`config.mk`:
```
export PLATFORM = sky130hd
export DESIGN_NAME = eth_idma_reg_responder_flat
export DESIGN_NICKNAME = d
export VERILOG_FILES = /design/src/rtl/eth_idma_reg_responder_if.sv /design/src/rtl/eth_idma_reg_responder.sv /design/src/flat_wrapper.sv
export SDC_FILE = /design/constraint.sdc
export NUM_CORES = 1
export LEC_CHECK = 0
export BUFFER_PORTS_ARGS = -buffer_cell sky130_fd_sc_hd__clkbuf_2
export CORE_ASPECT_RATIO = 0.7
export CORE_MARGIN = 1.5
export CORE_UTILIZATION = 54
export CTS_BUF_LIST = sky130_fd_sc_hd__clkbuf_4 sky130_fd_sc_hd__clkbuf_8 sky130_fd_sc_hd__clkbuf_16
export DETAILED_ROUTE_END_ITERATION = 12
export GPL_ROUTABILITY_DRIVEN = 0
export PLACE_DENSITY_LB_ADDON = 0.3
export SLEW_MARGIN = 20
export SYNTH_ARGS = -nofsm -noshare
export SYNTH_HDL_FRONTEND = slang
export SYNTH_SLANG_ARGS = --single-unit
```
`constraint.sdc`:
```
create_clock -name clk_i -period 6.3 [get_ports clk_i]
set_input_delay 1.26 -clock clk_i [delete_from_list [all_inputs] [get_ports clk_i]]
set_output_delay 1.26 -clock clk_i [all_outputs]
set_load 0.02 [all_outputs]
```
`src/rtl/eth_idma_reg_responder_if.sv`:
```
// Register bus between the SoC initiator and the Ethernet/iDMA register
// target. The initiator drives addr/write/wdata/wstrb/valid and holds them
// stable until it sees ready. The target returns rdata/error, which are
// only meaningful while ready is high.
//   master : initiator side (drives the request, samples the response)
//   slave  : target side (samples the request, drives the response)
interface eth_idma_reg_responder_if;
  logic [31:0] addr;
  logic        write;
  logic [31:0] wdata;
  logic [3:0]  wstrb;
  logic        valid;
  logic [31:0] rdata;
  logic        error;
  logic        ready;

  modport master (output addr, write, wdata, wstrb, valid,
                  input  rdata, error, ready);
  modport slave  (input  addr, write, wdata, wstrb, valid,
                  output rdata, error, ready);
endinterface

```
`src/rtl/eth_idma_reg_responder.sv`:
```
// Register target holding the Ethernet MAC address/frame configuration and
// a single iDMA transfer descriptor. Software programs the descriptor, sets
// REQ_VALID to launch it, and collects response status and a completion count.
// Ports:
//   clk_i, rst_i            clock, synchronous active-high reset
//   reg_bus                 32-bit register bus (slave side)
//   mac_addr_o, eth_cfg_o   MAC address and frame configuration
//   idma_req_*              descriptor valid/ready handshake
//   src/dst_addr_o, length_o, src/dst_protocol_o  descriptor fields
//   idma_rsp_*              transfer response handshake and error flag
module eth_idma_reg_responder #(
  parameter int AddrWidth  = 64,
  parameter int TFLenWidth = 32
) (
  input  logic                  clk_i,
  input  logic                  rst_i,
  eth_idma_reg_responder_if.slave reg_bus,
  output logic [47:0]           mac_addr_o,
  output logic [15:0]           eth_cfg_o,
  output logic                  idma_req_valid_o,
  input  logic                  idma_req_ready_i,
  output logic [AddrWidth-1:0]  src_addr_o,
  output logic [AddrWidth-1:0]  dst_addr_o,
  output logic [TFLenWidth-1:0] length_o,
  output logic [2:0]            src_protocol_o,
  output logic [2:0]            dst_protocol_o,
  input  logic                  idma_rsp_valid_i,
  input  logic                  idma_rsp_error_i,
  output logic                  idma_rsp_ready_o
);

  // Bits of the HI address words and LENGTH that exist in hardware; the
  // rest are never stored, so they read back as zero.
  localparam logic [63:0] ADDR_MASK = (AddrWidth >= 64) ? {64{1'b1}} :
                                      ((64'd1 << AddrWidth) - 64'd1);
  localparam logic [31:0] HI_MASK   = ADDR_MASK[63:32];
  localparam logic [31:0] LEN_MASK  = (TFLenWidth >= 32) ? {32{1'b1}} :
                                      ((32'd1 << TFLenWidth) - 32'd1);

  typedef enum logic {IDLE, ACK} state_t;

  function automatic logic [31:0] apply_strb(input logic [31:0] old_v,
                                             input logic [31:0] new_v,
                                             input logic [3:0]  strb);
    logic [31:0] r;
    r = old_v;
    for (int b = 0; b < 4; b++)
      if (strb[b]) r[8*b +: 8] = new_v[8*b +: 8];
    return r;
  endfunction

  state_t      state_q, state_d;
  logic [31:0] addr_p0, wdata_p0;
  logic [3:0]  wstrb_p0;
  logic        we_p0;

  logic [31:0] mac_lo_q, mac_hi_q, src_lo_q, dst_lo_q, src_hi_q, dst_hi_q, len_q;
  logic [2:0]  src_proto_q, dst_proto_q;
  logic        req_valid_q, rsp_ready_q, status_err_q, status_seen_q;
  logic [15:0] done_cnt_q;

  logic [4:0]  idx;
  logic [31:0] rd_val;
  logic        dec_err, is_ro, is_desc, acc_err;
  logic        in_ack, commit_wr, rd_status, req_hs, rsp_hs;
  logic [63:0] src_full, dst_full;

  // Stage p0: capture the access so the response never depends on reg_req.
  always_ff @(posedge clk_i) begin
    if (state_q == IDLE && reg_bus.valid) begin
      addr_p0  <= reg_bus.addr;
      we_p0    <= reg_bus.write;
      wdata_p0 <= reg_bus.wdata;
      wstrb_p0 <= reg_bus.wstrb;
    end
  end

  always_ff @(posedge clk_i) begin
    if (rst_i) state_q <= IDLE;
    else       state_q <= state_d;
  end

  always_comb begin
    state_d       = state_q;
    reg_bus.ready = 1'b0;
    reg_bus.error = 1'b0;
    reg_bus.rdata = '0;
    case (state_q)
      IDLE: if (reg_bus.valid) state_d = ACK;
      ACK: begin
        state_d = IDLE;
        // An access interrupted by reset is never acknowledged.
        if (!rst_i) begin
          reg_bus.ready = 1'b1;
          reg_bus.error = acc_err;
          reg_bus.rdata = (we_p0 || acc_err) ? '0 : rd_val;
        end
      end
    endcase
  end

  assign idx = addr_p0[6:2];

  always_comb begin
    rd_val  = '0;
    dec_err = 1'b0;
    is_ro   = 1'b0;
    is_desc = 1'b0;
    case (idx)
      5'd0:  rd_val = mac_lo_q;
      5'd1:  rd_val = mac_hi_q;
      5'd4:  begin rd_val = src_lo_q;               is_desc = 1'b1; end
      5'd5:  begin rd_val = dst_lo_q;               is_desc = 1'b1; end
      5'd6:  begin rd_val = len_q;                  is_desc = 1'b1; end
      5'd7:  begin rd_val = {29'd0, src_proto_q};   is_desc = 1'b1; end
      5'd8:  begin rd_val = {29'd0, dst_proto_q};   is_desc = 1'b1; end
      5'd9:  begin rd_val = src_hi_q;               is_desc = 1'b1; end
      5'd10: begin rd_val = dst_hi_q;               is_desc = 1'b1; end
      5'd14: rd_val = {31'd0, req_valid_q};
      5'd15: begin rd_val = {31'd0, idma_req_ready_i}; is_ro = 1'b1; end
      5'd16: rd_val = {31'd0, rsp_ready_q};
      5'd17: begin rd_val = {30'd0, status_seen_q, status_err_q}; is_ro = 1'b1; end
      5'd18: begin rd_val = {16'd0, done_cnt_q}; is_ro = 1'b1; end
      default: dec_err = 1'b1;
    endcase
    // Only word-aligned offsets inside the 128-byte window decode.
    if (addr_p0[31:7] != '0 || addr_p0[1:0] != 2'b00) dec_err = 1'b1;
    // The descriptor is frozen while a request is outstanding.
    acc_err = dec_err | (we_p0 & is_ro) | (we_p0 & is_desc & req_valid_q);
  end

  assign in_ack    = (state_q == ACK);
  assign commit_wr = in_ack & we_p0 & ~acc_err;
  assign rd_status = in_ack & ~we_p0 & ~acc_err & (idx == 5'd17);
  assign req_hs    = req_valid_q & idma_req_ready_i;
  assign rsp_hs    = idma_rsp_valid_i & rsp_ready_q;

  // Stage p1: commit; values reach the outputs the cycle after ACK.
  always_ff @(posedge clk_i) begin
    if (rst_i) begin
      mac_lo_q      <= '0;
      mac_hi_q      <= '0;
      src_lo_q      <= '0;
      dst_lo_q      <= '0;
      src_hi_q      <= '0;
      dst_hi_q      <= '0;
      len_q         <= '0;
      src_proto_q   <= '0;
      dst_proto_q   <= '0;
      req_valid_q   <= 1'b0;
      rsp_ready_q   <= 1'b0;
      status_err_q  <= 1'b0;
      status_seen_q <= 1'b0;
      done_cnt_q    <= '0;
    end else begin
      if (req_hs) req_valid_q <= 1'b0;
      // A new response outranks the read-clear of the sticky bit.
      if (rd_status) status_seen_q <= 1'b0;
      if (rsp_hs) begin
        status_err_q  <= idma_rsp_error_i;
        status_seen_q <= 1'b1;
        done_cnt_q    <= done_cnt_q + 16'd1;
      end
      // Placed after the handshake clear so a concurrent REQ_VALID write wins.
      if (commit_wr) begin
        case (idx)
          5'd0:  mac_lo_q <= apply_strb(mac_lo_q, wdata_p0, wstrb_p0);
          5'd1:  mac_hi_q <= apply_strb(mac_hi_q, wdata_p0, wstrb_p0);
          5'd4:  src_lo_q <= apply_strb(src_lo_q, wdata_p0, wstrb_p0);
          5'd5:  dst_lo_q <= apply_strb(dst_lo_q, wdata_p0, wstrb_p0);
          5'd6:  len_q    <= apply_strb(len_q, wdata_p0, wstrb_p0) & LEN_MASK;
          5'd7:  if (wstrb_p0[0]) src_proto_q <= wdata_p0[2:0];
          5'd8:  if (wstrb_p0[0]) dst_proto_q <= wdata_p0[2:0];
          5'd9:  src_hi_q <= apply_strb(src_hi_q, wdata_p0, wstrb_p0) & HI_MASK;
          5'd10: dst_hi_q <= apply_strb(dst_hi_q, wdata_p0, wstrb_p0) & HI_MASK;
          5'd14: if (wstrb_p0[0]) req_valid_q <= wdata_p0[0];
          5'd16: if (wstrb_p0[0]) rsp_ready_q <= wdata_p0[0];
          default: ;
        endcase
      end
    end
  end

  assign src_full         = {src_hi_q, src_lo_q};
  assign dst_full         = {dst_hi_q, dst_lo_q};
  assign mac_addr_o       = {mac_hi_q[15:0], mac_lo_q};
  assign eth_cfg_o        = mac_hi_q[31:16];
  assign idma_req_valid_o = req_valid_q;
  assign src_addr_o       = src_full[AddrWidth-1:0];
  assign dst_addr_o       = dst_full[AddrWidth-1:0];
  assign length_o         = len_q[TFLenWidth-1:0];
  assign src_protocol_o   = src_proto_q;
  assign dst_protocol_o   = dst_proto_q;
  assign idma_rsp_ready_o = rsp_ready_q;

endmodule

```
`src/flat_wrapper.sv`:
```
// flat-port wrapper written by rule: the top's interface ports become plain ports
module eth_idma_reg_responder_flat 
#(
  parameter int AddrWidth  = 64,
  parameter int TFLenWidth = 32
)
  (clk_i, rst_i, mac_addr_o, eth_cfg_o, idma_req_valid_o, idma_req_ready_i, src_addr_o, dst_addr_o, length_o, src_protocol_o, dst_protocol_o, idma_rsp_valid_i, idma_rsp_error_i, idma_rsp_ready_o, reg_bus_addr, reg_bus_write, reg_bus_wdata, reg_bus_wstrb, reg_bus_valid, reg_bus_rdata, reg_bus_error, reg_bus_ready);
  eth_idma_reg_responder_if reg_bus_i ();
  input  logic clk_i;
  input  logic rst_i;
  output logic [47:0] mac_addr_o;
  output logic [15:0] eth_cfg_o;
  output logic idma_req_valid_o;
  input  logic idma_req_ready_i;
  output logic [AddrWidth-1:0] src_addr_o;
  output logic [AddrWidth-1:0] dst_addr_o;
  output logic [TFLenWidth-1:0] length_o;
  output logic [2:0] src_protocol_o;
  output logic [2:0] dst_protocol_o;
  input  logic idma_rsp_valid_i;
  input  logic idma_rsp_error_i;
  output logic idma_rsp_ready_o;
  input wire logic [$bits(reg_bus_i.addr)-1:0] reg_bus_addr;
  input wire logic [$bits(reg_bus_i.write)-1:0] reg_bus_write;
  input wire logic [$bits(reg_bus_i.wdata)-1:0] reg_bus_wdata;
  input wire logic [$bits(reg_bus_i.wstrb)-1:0] reg_bus_wstrb;
  input wire logic [$bits(reg_bus_i.valid)-1:0] reg_bus_valid;
  output wire logic [$bits(reg_bus_i.rdata)-1:0] reg_bus_rdata;
  output wire logic [$bits(reg_bus_i.error)-1:0] reg_bus_error;
  output wire logic [$bits(reg_bus_i.ready)-1:0] reg_bus_ready;
  assign reg_bus_i.addr = reg_bus_addr;
  assign reg_bus_i.write = reg_bus_write;
  assign reg_bus_i.wdata = reg_bus_wdata;
  assign reg_bus_i.wstrb = reg_bus_wstrb;
  assign reg_bus_i.valid = reg_bus_valid;
  assign reg_bus_rdata = reg_bus_i.rdata;
  assign reg_bus_error = reg_bus_i.error;
  assign reg_bus_ready = reg_bus_i.ready;
  eth_idma_reg_responder #(.AddrWidth(AddrWidth), .TFLenWidth(TFLenWidth)) u_core (.clk_i(clk_i), .rst_i(rst_i), .reg_bus(reg_bus_i), .mac_addr_o(mac_addr_o), .eth_cfg_o(eth_cfg_o), .idma_req_valid_o(idma_req_valid_o), .idma_req_ready_i(idma_req_ready_i), .src_addr_o(src_addr_o), .dst_addr_o(dst_addr_o), .length_o(length_o), .src_protocol_o(src_protocol_o), .dst_protocol_o(dst_protocol_o), .idma_rsp_valid_i(idma_rsp_valid_i), .idma_rsp_error_i(idma_rsp_error_i), .idma_rsp_ready_o(idma_rsp_ready_o));
endmodule
```
Yosys cells after proc, flatten, opt, wreduce, memory -nomap -nowiden --
Cells that the tools add are included.
Storage, ports and cells: output and inout bits 266, word-level logic and storage cells 130, input port bits 75, flip-flop bits (word level) 320
Cells by class: bitwise operators 15, multiplexer cells 20, equal/unequal tests 13, reduce and logical (&&, ||, !) cells 41, add/subtract/negate cells 1
Operator list (number):
- 32-bit case mux with 14 select lines | 1
- 32-bit two-way mux | 3
- 3-bit AND reduction | 31
- 5-bit by 4-bit == test with 1-bit output, second input constant | 5
- 25-bit nonzero test | 1
- 5-bit by 3-bit == test with 1-bit output, second input constant | 4
- 16-bit by 1-bit adder with 16-bit output, second input constant | 1
- 5-bit == test, second input constant | 3
- 1-bit two-way mux | 15
- 14-bit OR reduction | 1
- 1-bit bitwise AND | 10
- 7-bit OR reduction | 1
- 5-bit by 1-bit == test with 1-bit output, second input constant | 1
- 5-bit logical NOT | 1
- 2-bit nonzero test | 2
- 1-bit NOT | 3
- 3-bit OR reduction | 1
- 1-bit logical OR | 2
- 1-bit bitwise OR | 2
- 1-bit case mux with 2 select lines | 1
- 1-bit logical AND | 1

Logic depth before layout (Yosys ltp) --
Gate-level depths: netlist of run 1.
depth after elaboration 11, gate-level depth with buffers 9, mapped depth without buffers 6

Worst setup path before layout of run 1 --
No wires, ideal clock.
path type input-to-reg, from in reg_bus_valid, to reg u_core.addr_p0[0] (enable), arrival 4307 ps, setup slack 1487 ps, setup time 506 ps, data required time 5794 ps, buffers on the path 0, stages on the path 1, cell sequence nor2b_1
Between the ends: cells in the longest elaborated chain, start to end 1
Ends and longest elaborated chain:
- start, declared | line flat_wrapper.sv:27 | input wire logic [$bits(reg_bus_i.valid)-1:0] reg_bus_valid;
- 1-bit logical AND | line eth_idma_reg_responder.sv:70 | if (state_q == IDLE && reg_bus.valid) begin
- end signal, assigned | line eth_idma_reg_responder.sv:71 | addr_p0 <= reg_bus.addr;
- end, declared | line eth_idma_reg_responder.sv:53 | logic [31:0] addr_p0, wdata_p0;
No other way between the ends. A chain may end at the register's enable or synchronous reset.

Worst setup path after layout of run 1 --
from reg u_core.addr_p0[2], to out reg_bus_rdata[3]
Between the ends: cells in the longest elaborated chain, start to end 10, elaborated cells on any way between the ends 31, classes of those cells 13 x eq/ne; 8 x mux; 5 x bitwise; 5 x reduce/logical
Ends and longest elaborated chain:
- 5-bit by 4-bit == test with 1-bit output, or another cell as far along | line eth_idma_reg_responder.sv:109 | case (idx)
- 14-bit OR reduction (no line), or another cell as far along
- 1-bit two-way mux | line eth_idma_reg_responder.sv:109
- 1-bit two-way mux / 1-bit bitwise AND (equally long branches) | line eth_idma_reg_responder.sv:127, eth_idma_reg_responder.sv:129
- 1-bit bitwise OR / 1-bit bitwise AND (equally long branches) | line eth_idma_reg_responder.sv:129 | acc_err = dec_err | (we_p0 & is_ro) | (we_p0 & is_desc & req_valid_q);
- 1-bit bitwise OR | line eth_idma_reg_responder.sv:129
- 1-bit logical OR | line eth_idma_reg_responder.sv:96 | reg_bus.rdata = (we_p0 || acc_err) ? '0 : rd_val;
- 32-bit two-way mux (*) | line eth_idma_reg_responder.sv:96
- 32-bit two-way mux (*) | line eth_idma_reg_responder.sv:93 | if (!rst_i) begin
- 32-bit two-way mux (*) | line eth_idma_reg_responder.sv:88 | case (state_q)
- end, declared | line flat_wrapper.sv:28 | output wire logic [$bits(reg_bus_i.rdata)-1:0] reg_bus_rdata;
Every way passes the cells marked *; elsewhere a longest branch is shown, timed or not.

==> results of run 1 <==
## cell usage in the layout, fill, tap and decap left out, types with 7 or more instances in the layout
| master | Yosys | routed |
|---|---|---|
| and2_2 | 0 | 7 |
| mux2i_1 | 233 | 233 |
| nand2_1 | 16 | 16 |
| clkinv_2 | 0 | 7 |
| buf_4 | 5 | 9 |
| nor2_1 | 17 | 17 |
| a222oi_1 | 18 | 18 |
| a22oi_1 | 64 | 64 |
| dfxtp_1 | 251 | 251 |
| clkbuf_2 | 0 | 339 |
| nand3_1 | 10 | 10 |
| xnor2_1 | 8 | 8 |
| a31oi_1 | 32 | 32 |
| a22o_1 | 14 | 14 |
| nand4_4 | 16 | 16 |
| clkbuf_16 | 0 | 30 |
| edfxtp_1 | 69 | 69 |
| a221oi_1 | 16 | 16 |
| nand4_2 | 9 | 9 |
| and3_1 | 9 | 9 |
| nand2b_1 | 264 | 264 |
## per-layer routing
| layer | GRT usage [%] | share of wire, % | wire, microns | vias up |
|---|---|---|---|---|
| met5 | 0 | 0 | 0 | - |
| met1 | 43.62 | 44 | 18750 | 5504 |
| li1 | - | - | - | 5023 |
| met3 | 5.508 | 8.8 | 3735 | 64 |
| met4 | 9.259 | 2.3 | 988 | 0 |
| met2 | 48.59 | 45 | 19200 | 570 |
## Yosys cell counts (2+ instances only)
| cell | number |
|---|---|
| or3_1 | 3 |
| nor4_1 | 6 |
| buf_2 | 22 |
| nand4_2 | 9 |
| and4_1 | 6 |
| inv_1 | 2 |
| a221oi_1 | 16 |
| xor2_1 | 6 |
| buf_4 | 5 |
| nand2_1 | 16 |
| o21ai_0 | 4 |
| buf_1 | 9 |
| nand3_1 | 10 |
| nand4_1 | 4 |
| nand4_4 | 16 |
| clkbuf_1 | 51 |
| a22oi_1 | 64 |
| and3b_1 | 2 |
| a222oi_1 | 18 |
| a21oi_1 | 6 |
| dfxtp_1 | 251 |
| nor3_1 | 6 |
| edfxtp_1 | 69 |
| mux2i_1 | 233 |
| nand2b_1 | 264 |
| a22o_1 | 14 |
| nor3b_2 | 2 |
| and2_1 | 10 |
| nor2b_1 | 6 |
| xnor2_1 | 8 |
| nor3b_1 | 2 |
| and3_1 | 9 |
| a31oi_1 | 32 |
| a32oi_1 | 3 |
| nor2_1 | 17 |
## worst max-delay path, stage by stage, from the launching register on
cell	delay, ps
edfxtp_1	540
nor2_1	430
and2_2	780
buf_4	420
a22o_1	190
a221oi_1	70
a31oi_1	250
clkbuf_2	200
## state kept, by name (all words and copies together) (netlist names)
signal and count:
u_core.mac_lo_q 32, u_core.idma_req_valid_o 1, u_core.addr_p0 32, u_core.status_err_q 1
u_core.we_p0 1, u_core.src_lo_q 32, u_core.length_o 32, u_core.idma_rsp_ready_o 1
u_core.status_seen_q 1, u_core.in_ack 1, u_core.src_hi_q 32, u_core.dst_protocol_o 3
u_core.mac_hi_q 32, u_core.wstrb_p0 4, u_core.dst_hi_q 32, u_core.done_cnt_q 16
u_core.dst_lo_q 32, u_core.src_protocol_o 3, u_core.wdata_p0 32
## per-stage QoR
step / utilization [%] / hold slack, ps
6_report: 67.15 / 492.6
3_3_place_gp: 63.05 / 453.3
5_1_grt: 67.15 / 512.8
2_1_floorplan: - / 436.5
3_5_place_dp: 63.05 / 456.4
4_1_cts: 67.15 / 491.4
## kinds of logic after synthesis
kind of cell | synth area share, %
adder cells (fa/ha/maj) | 0.08983
multiplexers | 16.83
AO/OA/AOI/OAI | 8.967
buffers and inverters | 2.758
flip-flops | 50.96
XOR/XNOR | 0.8805
AND/OR/NAND/NOR | 19.51
## final timing paths
path                                            to  cells after the start  slack (ps)
setup / recovery                  reg_bus_rdata[3]                      7        1610
hold / removal    u_core.dst_lo_q[27]$_SDFFE_PP0P_                      2         490
setup reg to reg  u_core.dst_hi_q[15]$_SDFFE_PP0P_                      4        3130
hold reg to reg   u_core.dst_lo_q[27]$_SDFFE_PP0P_                      2         490
## power breakdown
part	leakage, uW	switching (uW)	internal [uW]
clock network	0.000515	802	1080
registers	0.00268	19.0	2120
logic	0.00470	89.4	56.5
## layout make-up
cell class | count | area [sq um] | share of cell area, %
clock inverter | 16 | 173.9 | 1.037
inverter | 3 | 11.26 | 0.06712
clock buffer | 39 | 849.6 | 5.064
tap | 325 | 406.6 | 2.424
timing repair buffer | 349 | 1775 | 10.58
sequential | 320 | 7097 | 42.30
multi-input combinational | 805 | 6462 | 38.52
==> results.py, run 1 <==
metrics = {
    "die": {
        "dieWidth_microns": 194.9,
        "core_region_area_sq_um": 24980,
        "num_rows": 48,
        "fp.dieH_microns": 137.4,
        "start_util_pct": 55.74,
        "die_area_sq_um": 26780,
        "ioPinCount": 341,
    },
    "timing": {
        "rsz0062_at_grt": "no",
        "hold_viol": 0,
        "post-route-min-period_ps": 4695,
        "setup_viol": 0,
        "fin_skew_ps": 17.88,
        "fin_crit_sh_pct": 74.52,
        "fmax_ghz": 0.2130,
        "slew_headroom_pct": 21.89,
        "setup_slack_ps": 1605,
        "worst_pin_slew_ps": 1172,
        "slew_violations": 0,
        "finalSetupTns_ps": 0,
    },
    "placement": {
        "place_inst": 1802,
        "portBuffers": 340,
        "dp_hpwl_mm": 28.05,
        "placed_cell_area_sq_um": 15750,
        "place_ws_ps": 1785,
    },
    "logic_synthesis": {
        "avgSynthCellArea_sq_um": 11.46,
        "yosysUniqueCellTypes": 49,
        "synth_ff_type": "dfxtp_1",
        "yosysSeqAreaShare_pct": 50.96,
        "yosysWarnings": 0,
        "synthTopCellsByArea": "dfxtp_1 36%, mux2i_1 17%, edfxtp_1 15%, nand2b_1 12%, a22oi_1 3.5%",
        "async_flop_share_pct": 0,
        "syn_inst": 1215,
        "syn-num-nets": 1291,
        "yosysTopAreaCell": "dfxtp_1",
        "netlist_area_sq_um": 13930,
        "synth_seq_cells": 320,
        "synth_edf_count": 69,
        "synth_top_cell_area_share_pct": 36.08,
    },
    "critical_path": {
        "rr_startpoint": "u_core.addr_p0[5]$_DFFE_PP_",
        "critical_path.max_fanout": 24,
        "path_class": "flip-flop to primary output",
        "cp.required_ps": 5040,
        "cp-end-kind": "primary output",
        "cp-start-kind": "flip-flop",
        "cp-startpoint": "u_core.addr_p0[2]$_DFFE_PP_",
        "cp_data_arrival_time_ps": 3430,
    },
    "power": {
        "total_power_uw": 4167,
        "p_leak_uw": 0.007899,
        "p_per_area_nw_per_um2": 248.4,
        "vdd_drop_max_mv": 0.2057,
    },
    "global_routing": {
        "grt-ovfl-total": 0,
        "grt_first_pass_wirelength_mm": 63.76,
        "gr-usage-all-layers_pct": 30.87,
        "first_global_vias": 10703,
        "antenna_found_initial": 0,
        "grt_max_degree": 105,
    },
    "finish": {
        "stdcell_count": 1857,
        "finalInstanceArea_sq_um": 16780,
        "area_growth_pct": 20.47,
        "final_net_count": 1585,
        "drive_above_1_share_pct": 29.05,
        "insertedDiodeCount": 0,
        "nFillCells": 1974,
    },
    "clocking": {
        "postCtsSetupBuffers": 0,
        "cts.reportedPaths.clkPinSlew_ps": 60,
        "clockBufferDepth": 3,
        "cts_tree": "yes",
        "hold_buffers": 0,
        "clk_latency_ps": 560,
        "cts-root-buf": "clkbuf_16",
        "cts.repair.resized": 0,
        "clock_sinks": 320,
        "cts_buffers": 30,
        "h-tree-depth": 1,
    },
    "job": {
        "maxCapViolCount": 0,
    },
    "min_path": {
        "hold_path_class": "flip-flop to flip-flop",
        "min-delay-start": "u_core.dst_lo_q[27]$_SDFFE_PP0P_",
    },
    "detailed_routing": {
        "post_drt_via_cell_ratio": 6.010,
        "wl_per_cell_microns": 22.98,
        "vias": 11161,
        "routed_wl_mm": 42.67,
        "drtIter0Drc": 1022,
        "drc": 0,
        "postRouteAntennaNets": 0,
        "first_pass_iters": 6,
    },
    "outcome": {
        "status": "complete, no violations",
    },
}
(Power assumes the default switching activity.)
==> run 2: changes to the inputs <==
Settings changed: CORE_UTILIZATION 54 to 48.
Clock period 6.3 ns to 4.2 ns, I/O delays scaled along.
==> run 2 against run 1 <==
Combinational power rose by 55%. Flip-flop and latch count unchanged. Clock power grew 60%. Global-route usage fell by 2.4 points. Register-to-register slack got worse by 1900 ps. Via count fell by 0.26%. Count of clock-buffer cells in the layout grew 5. Clock skew about the same. Die area grew 12%. Design area is 1.5% higher. Critical path type unchanged. Highest routed layer unchanged.
==> results.py, run 2 (same netlist as run 1, synthesis figures left out) <==
metrics = {
    "outcome": {
        "status": "complete, no violations",
    },
    "global_routing": {
        "antenna_found_initial": 0,
        "gr-usage-all-layers_pct": 28.52,
        "grt-ovfl-total": 0,
        "grt_first_pass_wirelength_mm": 65.87,
        "first_global_vias": 10693,
        "grt_max_degree": 284,
    },
    "power": {
        "vdd_drop_max_mv": 0.2470,
        "p_leak_uw": 0.008005,
        "p_per_area_nw_per_um2": 378.3,
        "total_power_uw": 6444,
    },
    "job": {
        "maxCapViolCount": 0,
    },
    "clocking": {
        "h-tree-depth": 1,
        "postCtsSetupBuffers": 0,
        "clk_latency_ps": 560,
        "cts.reportedPaths.clkPinSlew_ps": 70,
        "cts_tree": "yes",
        "clock_sinks": 320,
        "clockBufferDepth": 3,
        "cts_buffers": 30,
        "cts-root-buf": "clkbuf_16",
    },
    "timing": {
        "setup_viol": 0,
        "finalSetupTns_ps": 0,
        "slew_headroom_pct": 30.25,
        "fmax_ghz": 0.2446,
        "slew_violations": 0,
        "rsz0062_at_grt": "no",
        "post-route-min-period_ps": 4088,
        "hold_viol": 0,
        "worst_pin_slew_ps": 1044,
        "fin_skew_ps": 18.02,
        "fin_crit_sh_pct": 97.33,
    },
    "finish": {
        "finalInstanceArea_sq_um": 17040,
        "drive_above_1_share_pct": 29.55,
        "final_net_count": 1594,
        "insertedDiodeCount": 0,
        "area_growth_pct": 22.33,
        "final_common_cell": "clkbuf_2",
        "layout_common_cells": "339 x clkbuf_2, 264 x nand2b_1, 251 x dfxtp_1",
        "nFillCells": 2359,
        "stdcell_count": 1911,
    },
    "die": {
        "fp.dieH_microns": 145.5,
        "num_rows": 51,
        "start_util_pct": 49.49,
        "die_area_sq_um": 30060,
        "ioPinCount": 341,
        "dieWidth_microns": 206.6,
        "core_region_area_sq_um": 28140,
    },
    "detailed_routing": {
        "postRouteAntennaNets": 0,
        "first_pass_iters": 7,
        "wl_per_cell_microns": 23.20,
        "vias": 11132,
        "drc": 0,
        "post_drt_via_cell_ratio": 5.825,
        "drtIter0Drc": 1159,
        "routed_wl_mm": 44.33,
    },
    "min_path": {
        "hold_path_class": "input pin to flip-flop",
    },
    "critical_path": {
        "slowest_stage": "and2_2",
        "path_class": "flip-flop to primary output",
        "critical_path.max_fanout": 27,
        "cp-start-kind": "flip-flop",
        "crit_chain": "nor2b_1, and2_2, buf_4, a222oi_1, a31oi_1, clkbuf_2",
        "cp.required_ps": 3360,
        "slowest_delay_ps": 850,
        "cp_data_arrival_time_ps": 3250,
        "cp-end-kind": "primary output",
    },
    "placement": {
        "placed_cell_area_sq_um": 15930,
        "dp_hpwl_mm": 29.70,
        "place_inst": 1857,
        "portBuffers": 340,
    },
}
run 2: changes by cell type in the layout (fill, tap and decap cells not counted), sizes merged:
cell,before,now
buf,10,19
clkbuf,378,383
clkinv,10,5
bufinv,3,4
clkinvlp,1,0
inv,5,4
run 2: area by class of cell:
type	instances	area [sq um]	area share [%]
multi-input cells	805	6470	37.98
flip-flops and latches	320	7097	41.66
well taps	371	464.2	2.725
repair buffers	358	1893	11.11
inverters	3	11.26	0.06610
clock inverters	10	153.9	0.9034
clock buffers	44	945.9	5.553
run 2: power breakdown:
| group | switching [uW] | internal, uW |
|---|---|---|
| sequential | 28.1 | 3190 |
| clock | 1200 | 1800 |
| combinational | 135 | 90.8 |
run 2: worst paths after layout:
path                                     from                          endpoint  slack (ps)  cells after the start
max               u_core.addr_p0[2]$_DFFE_PP_                 reg_bus_rdata[23]         110                      6
min                         reg_bus_wdata[13]     u_core.wdata_p0[13]$_DFFE_PP_         460                      1
max reg2reg       u_core.addr_p0[2]$_DFFE_PP_   u_core.mac_hi_q[2]$_SDFFE_PP0P_        1210                      6
min reg2reg  u_core.status_err_q$_SDFFE_PP0P_  u_core.status_err_q$_SDFFE_PP0P_         480                      2
run 2: timing repair:
item | 4_1_cts | 5_1_grt
setup endpoints to repair | 0 | 21
resized for setup | 0 | 5
hold buffers | 0 | 0
run 2: metrics by stage:
stage | hold WS, ps | util, % | worst slack (ps)
detailed placement | 459.0 | 56.60 | 674.8
global placement | 454.8 | 56.60 | 739.3
global route | 440.5 | 60.54 | 24.28
floorplan | 436.5 | - | 1029
finish | 455.3 | 60.54 | 112.3
CTS | 435.8 | 60.51 | 74.61
run 2: per-layer routing:
layer,global-route usage [%],part of all wire [%],routed length [microns]
met1,41.81,46,20180
met2,43.33,44,19560
met3,4.904,8.1,3578
met4,7.283,2.3,1012
met5,0,0,0
run 2: worst max-delay path, delay by kind of cell, from the launching register on:
family	cells	cell delay, ps
AOI/OAI and AO/OA	2	320
and+or+nand+nor	2	1270
DFF	1	580
buffers and inverters	2	530
